### config.mk
export PLATFORM = sky130hd
export DESIGN_NAME = alu_instr_sequencer
export DESIGN_NICKNAME = d
export VERILOG_FILES = /design/src/rtl/alu_instr_sequencer.sv
export SDC_FILE = /design/constraint.sdc
export NUM_CORES = 1
export LEC_CHECK = 0
export ABC_AREA = 1
export CORE_MARGIN = 5
export CORE_UTILIZATION = 41
export DETAILED_ROUTE_END_ITERATION = 16
export PLACE_DENSITY = 0.94
export SYNTH_ARGS = -nofsm -noshare
export SYNTH_HDL_FRONTEND = slang
export SYNTH_SLANG_ARGS = --single-unit
### constraint.sdc
create_clock -name clock -period 4.07 [get_ports clock]
set_input_delay 0.407 -clock clock [delete_from_list [all_inputs] [get_ports clock]]
set_output_delay 0.407 -clock clock [all_outputs]
set_load 0.1 [all_outputs]
### src/rtl/alu_instr_sequencer.sv
// Hardwired fetch/execute sequencer for register-to-register ALU instructions; done follows
// the last step by one cycle (unary 6, binary 7, wide 8 cycles from start); stalls in T1 on mem_ready.
module alu_instr_sequencer #(
    parameter int NUM_REGS = 16,
    parameter int ALU_W    = 12
) (
    input  logic                clock,
    input  logic                clr,
    input  logic                start,
    input  logic                mem_ready,
    input  logic [31:0]         ir,
    output logic [NUM_REGS-1:0] Rin,
    output logic [NUM_REGS-1:0] Rout,
    output logic                PCout,
    output logic                PCin,
    output logic                incPC,
    output logic                MARin,
    output logic                MDRread,
    output logic                MDRin,
    output logic                MDRout,
    output logic                IRin,
    output logic                Yin,
    output logic                Zlow_in,
    output logic                Zhigh_in,
    output logic                Zlowout,
    output logic                Zhighout,
    output logic                LOin,
    output logic                HIin,
    output logic [ALU_W-1:0]    ALUin,
    output logic                busy,
    output logic                done,
    output logic                illegal,
    output logic [2:0]          tstate
);

    typedef enum logic [2:0] {
        S_IDLE = 3'd0, S_T0 = 3'd1, S_T1 = 3'd2, S_T2 = 3'd3,
        S_T3   = 3'd4, S_T4 = 3'd5, S_T5 = 3'd6, S_T6 = 3'd7
    } state_t;

    state_t state, state_nxt;
    logic   t1_wait;
    logic   done_nxt;
    logic   illegal_set;

    logic [4:0] opcode;
    logic [3:0] ra, rb, rc;
    logic       is_bin, is_wide, is_unary, bad;
    logic       unused_ir;

    assign opcode    = ir[31:27];
    assign ra        = ir[26:23];
    assign rb        = ir[22:19];
    assign rc        = ir[18:15];
    assign unused_ir = ^ir[14:0];

    assign is_bin   = (opcode <= 5'd12);
    assign is_wide  = (opcode == 5'd13) || (opcode == 5'd14);
    assign is_unary = (opcode == 5'd15) || (opcode == 5'd16);
    // Rc is only an operand for the binary class.
    assign bad = !(is_bin || is_wide || is_unary)
               || (int'(ra) >= NUM_REGS) || (int'(rb) >= NUM_REGS)
               || (is_bin && (int'(rc) >= NUM_REGS));

    function automatic logic [NUM_REGS-1:0] onehot(input logic [3:0] idx);
        logic [NUM_REGS-1:0] v;
        for (int i = 0; i < NUM_REGS; i++) v[i] = (int'(idx) == i);
        return v;
    endfunction

    always_ff @(posedge clock or posedge clr) begin
        if (clr) begin
            state   <= S_IDLE;
            t1_wait <= 1'b0;
            done    <= 1'b0;
            illegal <= 1'b0;
        end else begin
            state   <= state_nxt;
            // Marks T1 stall cycles so the PC update is issued only once.
            t1_wait <= (state == S_T1) && !mem_ready;
            done    <= done_nxt;
            if (illegal_set)
                illegal <= 1'b1;
            else if (state == S_IDLE && start)
                illegal <= 1'b0;
        end
    end

    always_comb begin
        state_nxt   = state;
        done_nxt    = 1'b0;
        illegal_set = 1'b0;
        Rin         = '0;
        Rout        = '0;
        PCout       = 1'b0;
        PCin        = 1'b0;
        incPC       = 1'b0;
        MARin       = 1'b0;
        MDRread     = 1'b0;
        MDRin       = 1'b0;
        MDRout      = 1'b0;
        IRin        = 1'b0;
        Yin         = 1'b0;
        Zlow_in     = 1'b0;
        Zhigh_in    = 1'b0;
        Zlowout     = 1'b0;
        Zhighout    = 1'b0;
        LOin        = 1'b0;
        HIin        = 1'b0;
        ALUin       = '0;
        unique case (state)
            S_IDLE: if (start) state_nxt = S_T0;
            S_T0: begin
                PCout     = 1'b1;
                MARin     = 1'b1;
                incPC     = 1'b1;
                Zlow_in   = 1'b1;
                state_nxt = S_T1;
            end
            S_T1: begin
                MDRread = 1'b1;
                MDRin   = 1'b1;
                if (!t1_wait) begin
                    Zlowout = 1'b1;
                    PCin    = 1'b1;
                end
                if (mem_ready) state_nxt = S_T2;
            end
            S_T2: begin
                MDRout    = 1'b1;
                IRin      = 1'b1;
                state_nxt = S_T3;
            end
            S_T3: begin
                if (bad) begin
                    illegal_set = 1'b1;
                    state_nxt   = S_IDLE;
                end else if (is_unary) begin
                    Rout      = onehot(rb);
                    ALUin     = ALU_W'(opcode);
                    Zlow_in   = 1'b1;
                    Zhigh_in  = 1'b1;
                    state_nxt = S_T4;
                end else begin
                    Rout      = is_bin ? onehot(rb) : onehot(ra);
                    Yin       = 1'b1;
                    state_nxt = S_T4;
                end
            end
            S_T4: begin
                if (is_unary) begin
                    Zlowout   = 1'b1;
                    Rin       = onehot(ra);
                    done_nxt  = 1'b1;
                    state_nxt = S_IDLE;
                end else begin
                    Rout      = is_bin ? onehot(rc) : onehot(rb);
                    ALUin     = ALU_W'(opcode);
                    Zlow_in   = 1'b1;
                    Zhigh_in  = is_wide;
                    state_nxt = S_T5;
                end
            end
            S_T5: begin
                Zlowout = 1'b1;
                if (is_bin) begin
                    Rin       = onehot(ra);
                    done_nxt  = 1'b1;
                    state_nxt = S_IDLE;
                end else begin
                    LOin      = 1'b1;
                    state_nxt = S_T6;
                end
            end
            S_T6: begin
                Zhighout  = 1'b1;
                HIin      = 1'b1;
                done_nxt  = 1'b1;
                state_nxt = S_IDLE;
            end
            default: state_nxt = S_IDLE;
        endcase
    end

    assign busy   = (state != S_IDLE);
    assign tstate = state;

endmodule
# ---- Word level (Yosys, flattened, before mapping)
# Cells that the tools add are included.
dict set report word_totals {
  regBits 6
  inputBits 36
  out_inout_bits 65
  elab_cells 119
}
dict set report op_classes {
  n_lt_le_gt_ge 1
  eq_ne 58
  muxes 42
  n_reduce_logical 14
}
# operator count
set ops {}
lappend ops {{16-bit 2-to-1 mux} 7}
lappend ops {{4-bit equality test (second input constant)} 24}
lappend ops {{16-bit one-hot mux with 2 select lines} 2}
lappend ops {{4-bit by 3-bit equality test with 1-bit output (second input constant)} 12}
lappend ops {{4-bit by 2-bit equality test with 1-bit output (second input constant)} 6}
lappend ops {{3-bit one-hot mux with 8 select lines} 1}
lappend ops {{1-bit 2-to-1 mux} 19}
lappend ops {{5-bit by 4-bit equality test with 1-bit output (second input constant)} 3}
lappend ops {{3-bit 2-to-1 mux} 5}
lappend ops {{5-bit 2-to-1 mux} 3}
lappend ops {{3-bit equality test (second input constant)} 4}
lappend ops {{4-bit by 1-bit equality test with 1-bit output (second input constant)} 3}
lappend ops {{4-bit logical NOT} 3}
lappend ops {{5-bit one-hot mux with 2 select lines} 1}
lappend ops {{1-bit one-hot mux with 3 select lines} 3}
lappend ops {{3-bit by 2-bit equality test with 1-bit output (second input constant)} 2}
lappend ops {{5-bit equality test (second input constant)} 1}
lappend ops {{5-bit by 4-bit less-or-equal comparator with 1-bit output (second input constant)} 1}
lappend ops {{1-bit logical OR} 4}
lappend ops {{2-bit != test (second input constant)} 2}
lappend ops {{3-bit by 1-bit equality test with 1-bit output (second input constant)} 1}
lappend ops {{3-bit logical NOT} 1}
lappend ops {{3-bit nonzero test} 1}
lappend ops {{1-bit logical AND} 2}
lappend ops {{other kinds (4)} 4}

# ---- Depth between registers and ports, before layout
# Gate-level depths: netlist of run 1.
dict set report logic_depth {
  ltp_word 7
  depth_mapped 9
  ltp_nobuf 8
}

# ---- Worst setup path after synthesis of run 1
# Ideal clock, no wire load.
dict set report synth_timing {
  kind {flip-flop to output port}
  start {register state[0] (netlist: tstate[0])}
  end {output port Zlow_in}
  arrival_time_ps 4288
  required_time_ps 3663
  path_slack_ps -625
  stages_incl_launch_ff 5
  path_buffers 0
  path_cell_list {dfrtp_1 -> inv_2 -> nor3_1 -> inv_1 -> nand2_1}
}
dict set report synth_via {
  elab_chain_len 2
  elab_cells_between_ends 4
  classes_between {eq/ne: 3; mux: 1}
}
# element line
set synth_lines {}
lappend synth_lines {{start: declaration} 41} ;# state_t state, state_nxt;
lappend synth_lines {{start signal: assignment} 78} ;# state <= state_nxt;
lappend synth_lines {{3-bit equality test or 3-bit by 1-bit equality test with 1-bit output (tied branches)} 111} ;# unique case (state)
lappend synth_lines {{1-bit one-hot mux with 3 select lines *} 111}
lappend synth_lines {{end: declaration} 23} ;# output logic Zlow_in,
# Every way passes the cells marked *; elsewhere a longest branch is shown, timed or not.

# ---- Worst setup path after layout of run 1
dict set report layout_timing {
  start {input port ir[27]}
  end {output port Rin[6]}
}
dict set report layout_via {
  elab_chain_len 4
  elab_cells_between_ends 7
  classes_between {order compare: 1; eq/ne: 2; mux: 3; reduce/logical: 1}
}
# element line
set layout_lines {}
lappend layout_lines {{start: declaration} 11} ;# input logic [31:0] ir,
lappend layout_lines {{branches (longest 3 deep; another with 5-bit by 4-bit less-or-equal comparator with 1-bit output)} -}
lappend layout_lines {{16-bit one-hot mux with 2 select lines *} 111}
lappend layout_lines {{end: declaration} 12} ;# output logic [NUM_REGS-1:0] Rin,
# Every way passes the cells marked *.

==> results.yml, run 1 <==
critical_path:
  crit_type: "in -> out"
  worstSetupEndpointType: "output pin"
  cp_max_fo: 20
  cp-start-kind: "primary input"
  required_ns: 3.66
  cp.arrival_ns: 2.48
clock_network:
  cts_setup_buffers: 0
  cts_inserted_buffers: 3
  ctsHoldBuffers: 0
  cts_sinks: 6
  path_clk_slew_ns: 0.03
  clk_latency_ns: 0.22
  cts_root_buf: "clkbuf_8"
  clock_path_buffers: 2
  cts_tree: "built"
  h-tree-depth: 1
  ctsResizeCount: 0
floorplanning:
  die_w_um: 73.1
  row_count: 23
  die_area_um2: 5350
  fp.dieH_um: 73.1
  start_util_pct: 41.4
  pin_count: 101
  core_area_um2: 3940
logic_synthesis:
  async_flop_share_pct: 100
  syn_avg_cell_area_um2: 5.31
  seq_area_frac_synth_pct: 9.19
  synth_top_cell_area_share_pct: 24.8
  synth-main-ff-cell: "dfrtp_1"
  ys_warn_count: 0
  synth.top_cells.by_count: "108 x nand2_1, 34 x inv_1, 30 x nor2_1"
  ys_seq_elements: 6
  yosysUniqueCellTypes: 24
  synth.most_common_cell: "nand2_1"
  synth_top_cell_by_area: "nand2_1"
  synthCells: 308
  netlist_area_um2: 1630
  synth_area_leaders: "nand2_1 25%, dfrtp_1 9.2%, inv_1 7.8%"
  synth_edf_count: 0
routing:
  wl_per_cell_um: 12.6
  vias: 2151
  drtAntennaViolNets: 0
  wirelength_um: 5310
  post_drt_via_cell_ratio: 5.09
  drt_iter0_drc: 257
  drc: 0
  drt_pass1_iterations: 4
sta:
  rsz0062_at_grt: "no"
  whs_ns: 0.398
  fin_skew_ns: 0.000386
  fmax_mhz: 347
  period_minus_slack_ns: 2.88
  tightest_slew_ns: 0.983
  setup_viol: 0
  final-hold-violation-count: 0
  fin_crit_sh_pct: 70.9
  drv_slew: 0
  timing.slew.headroom_pct: 34.2
run:
  max-cap-violations: 0
pwr:
  power-per-cell-area_nw_per_um2: 625
  total_power_mw: 1.43
  peakVddDrop_v: 0.00103
  p_leak_nw: 1.26
global_route:
  grt_max_degree: 21
  antenna_found_initial: 0
  grt_pass1_vias: 1905
  grt_pass1_wl_um: 8640
  grt_usage_pct: 19.7
  grt_overflow: 0
final_layout:
  area_growth_syn_to_layout_pct: 39.7
  finalNetCount: 411
  final_util_pct: 57.9
  fin_area_um2: 2280
  drive_gt1_share_pct: 22.8
  antenna_cells: 0
placed_design:
  place_congestion: 0.903
  placed_cell_area_um2: 2240
  place_hpwl_um: 4370
  numPortBuffers: 78
outcome:
  status: "complete, no violations"
hold_path:
  hp-class: "in -> async"
[registers in the layout, summed over array words and instances (netlist names)]
register and flops:
tstate 3, done 1, illegal 1, t1_wait 1
[area by class of cell]
| type | instances | area (um2) |
|---|---|---|
| inverter | 40 | 150 |
| clock buffer | 3 | 41.3 |
| timing repair buffer | 79 | 683 |
| tap | 50 | 62.6 |
| sequential | 6 | 150 |
| multi-input combinational | 245 | 1200 |
| fill | 382 | 1660 |
[cell usage in the layout, fill, tap and decap left out]
cell type,count
nor2_2,12
inv_1,34
clkbuf_8,3
nand3_4,1
nand2_1,108
nand3_1,25
nor3_4,1
o22ai_1,2
conb_1,7
clkdlybuf4s50_1,36
nor2_1,30
nor3_2,2
inv_2,6
o21ai_4,1
nand2_2,4
a21oi_1,2
dfrtp_1,6
nand3_2,12
nand4_1,17
buf_4,43
nand3b_1,1
o21ai_0,20
[layer usage]
layer  routed length [um]  up-vias  track usage (%)
met5                    0        -                0
met2                 2640      107             33.5
met3                  583        8             3.86
met4                   72        0             5.53
met1                 2020      938             25.2
li1                     -     1098                -
[critical path, stage by stage]
cell and delay, ns:
clkdlybuf4s50_1 0.45, nor2_2 0.26, nand3_2 0.41, nand2_2 0.20
nand2_1 0.09, nand2_1 0.09, inv_2 0.14, nor2_1 0.13
buf_4 0.30
[cells by family (layout without fill, tap and decap cells)]
group	count (synthesis)	count (layout)	share of synthesized area, %
flip-flops	6	6	9.19
buffers and inverters	63	122	19.3
other	1	7	0.229
AND/OR/NAND/NOR	213	213	62.8
AO/OA/AOI/OAI	25	25	8.50
[power breakdown]
part	internal [mW]	switching [mW]	total [mW]
Clock	0.0633	0.0229	0.0862
Combinational	0.233	0.995	1.23
Sequential	0.0833	0.0290	0.112
Total	0.380	1.05	1.43
[through the flow]
step                      setup WS, ns  cells  TNS (ns)
after floorplan               -0.00964    314  -0.00964
after global placement            1.25    420         0
after detailed placement          1.19    420         0
after CTS                         1.19    423         0
after global routing             0.997    423         0
final                             1.19    423         0
[final timing paths]
kind | from | cells after the start | end | slack [ns]
max | ir[27] | 9 | Rin[6] | 1.19
min | clr | 2 | done$_DFF_PP0_ | 0.40
max reg2reg | tstate[1]$_DFFE_PP0P_ | 7 | tstate[2]$_DFFE_PP0P_ | 2.66
min reg2reg | illegal$_DFFE_PP0P_ | 2 | illegal$_DFFE_PP0P_ | 0.53
max in group asynchronous | clr | 2 | illegal$_DFFE_PP0P_ | 3.49
min in group clock | illegal$_DFFE_PP0P_ | 2 | illegal$_DFFE_PP0P_ | 0.53
Note: power is estimated with default switching activity, not from simulation.
==> inputs of run 2 (changes only) <==
CORE_UTILIZATION = 38   (was 41)
PLACE_DENSITY = 0.88   (was 0.94)
clock period = 2.8 ns   (was 4.07 ns; I/O delays follow)
==> run 2 against run 1 <==
  * Register-to-register slack got worse by 1.4 ns
  * Critical endpoint is now Rin[7]
  * Critical path type unchanged
  * Total power increased by 59%
  * Core utilization increased by 13 points
  * Setup slack got worse by 0.84 ns
==> results.yml, run 2 (synthesized netlist as in run 1, its figures left out) <==
final_layout:
  largest_reg_flops: 3
  final_cell_mix: "108 x nand2_1, 41 x buf_12, 34 x inv_1"
  antenna_cells: 0
  finalNetCount: 415
  finalNonFillerCells: 428
  final_common_cell: "nand2_1"
  layout.area.seq_um2: 151
  area_growth_syn_to_layout_pct: 76.7
  multi_input_area_um2: 1290
  drive_gt1_share_pct: 30.4
  fill_cells: 319
critical_path:
  required_ns: 2.52
  cp_common_cell: "nand2_1"
  cp.arrival_ns: 2.18
  cp-start-kind: "primary input"
  crit_chain: "clkdlybuf4s50_1 -> nor2_2 -> nand3_2 -> nand2_2 -> nand2_1 -> nand2_1 -> inv_2 -> nor2_1 -> buf_12"
  crit_path_top_delay_cell: "clkdlybuf4s50_1"
  critPathBufInv: 3
  cp_max_fo: 16
  worstSetupEndpointType: "output pin"
  crit_type: "in -> out"
  cp_top_family: "simple AND/OR/NAND/NOR gates"
  slowest_delay_ns: 0.46
pwr:
  clkPwrFrac_pct: 6.3
  peakVddDrop_v: 0.000729
  p_switching_mw: 1.61
  switching_share_pct: 70.7
  internal_power_uw: 666
  power-per-cell-area_nw_per_um2: 787
  p_seq_share_pct: 7.6
  total_power_mw: 2.27
  comb_power_share_pct: 86.1
  p_leak_nw: 1.42
routing:
  drc: 0
  vias: 2251
  wl_per_cell_um: 14.0
  drt_iter0_drc: 240
  wirelength_um: 6010
  post_drt_via_cell_ratio: 5.26
  drtAntennaViolNets: 0
  drt_pass1_iterations: 5
outcome:
  status: "complete, no violations"
clock_network:
  ctsHoldBuffers: 0
  ctsResizeCount: 0
  cts_tree: "built"
  cts_sinks: 6
  cts_setup_buffers: 0
  cts_inserted_buffers: 3
  clock_path_buffers: 2
  h-tree-depth: 1
  path_clk_slew_ns: 0.04
  clk_latency_ns: 0.23
  cts_root_buf: "clkbuf_8"
global_route:
  grt_pass1_vias: 1975
  grt_max_degree: 19
  grt_usage_pct: 21.1
  antenna_found_initial: 0
  grt_overflow: 0
  grt_pass1_wl_um: 9470
sta:
  fin_ws_ns: 0.344
  timing.slew.headroom_pct: 60.2
  fmax_mhz: 407
  fin_skew_ns: 0.00205
  final-hold-violation-count: 0
  period_minus_slack_ns: 2.46
  tightest_slew_ns: 0.597
  fin_crit_sh_pct: 87.7
  setup_viol: 0
  drv_slew: 0
  rsz0062_at_grt: "no"
floorplanning:
  die_w_um: 75.6
  start_util_pct: 40.0
  core_area_um2: 4090
  die_area_um2: 5710
  pin_count: 101
  fp.dieH_um: 75.6
  row_count: 23
run:
  max-cap-violations: 0
placed_design:
  place_ws_ns: 0.345
  dpl.cell_count: 424
  numPortBuffers: 78
  place_congestion: 0.929
  place_hpwl_um: 4930
hold_path:
  hp-class: "in -> async"
==> run 2: final cells by class <==
class                      instances  area share [%]
multi-input combinational        245            44.8
tap                               50            2.17
inverter                          40            5.20
timing repair buffer              83            41.1
sequential                         6            5.24
clock buffer                       4            1.56
==> run 2: per-stage QoR <==
step	util (%)	hold WS [ns]	area [um2]	setup TNS, ns
6_report	70.7	0.274	2890	0
5_1_grt	70.7	0.325	2890	0
4_1_cts	70.7	0.273	2890	0
3_5_place_dp	69.6	0.519	2840	0
3_3_place_gp	69.6	0.497	2840	0
2_1_floorplan	-	0.0709	1760	-3.65
==> run 2: worst register-to-register path, delay by kind of cell, from the launching register on <==
family / cells / cell delay, ns
flops: 1 / 0.48
simple gates: 5 / 0.57
buf+inv: 2 / 0.38
==> run 2: final timing paths <==
| check | from | endpoint | slack (ns) | depth (start not counted) |
|---|---|---|---|---|
| max in group asynchronous | clr | tstate[2]$_DFFE_PP0P_ | 2.31 | 2 |
| setup reg to reg | tstate[1]$_DFFE_PP0P_ | tstate[2]$_DFFE_PP0P_ | 1.31 | 7 |
| setup / recovery | ir[27] | Rin[7] | 0.34 | 9 |
| min in group clock | illegal$_DFFE_PP0P_ | illegal$_DFFE_PP0P_ | 0.55 | 2 |
| hold / removal | clr | tstate[0]$_DFFE_PP0P_ | 0.27 | 2 |
| hold reg to reg | illegal$_DFFE_PP0P_ | illegal$_DFFE_PP0P_ | 0.55 | 2 |
==> run 2: per-layer routing <==
metal | global-route usage, % | part of all wire, % | up-vias
met3 | 3.43 | 9.2 | 8
met5 | 0 | 0 | -
li1 | - | - | 1110
met1 | 27.6 | 39 | 1013
met4 | 3.69 | 1.0 | 0
met2 | 36.8 | 51 | 120
==> run 2: power by group through the flow <==
stage	registers [mW]	clock network, mW	logic, mW
3_3_place_gp	0.170	0	1.93
3_5_place_dp	0.171	0	1.95
5_1_grt	0.176	0.154	2.02
4_1_cts	0.171	0.146	1.96
6_report	0.173	0.142	1.96
2_1_floorplan	0.375	0	1.29
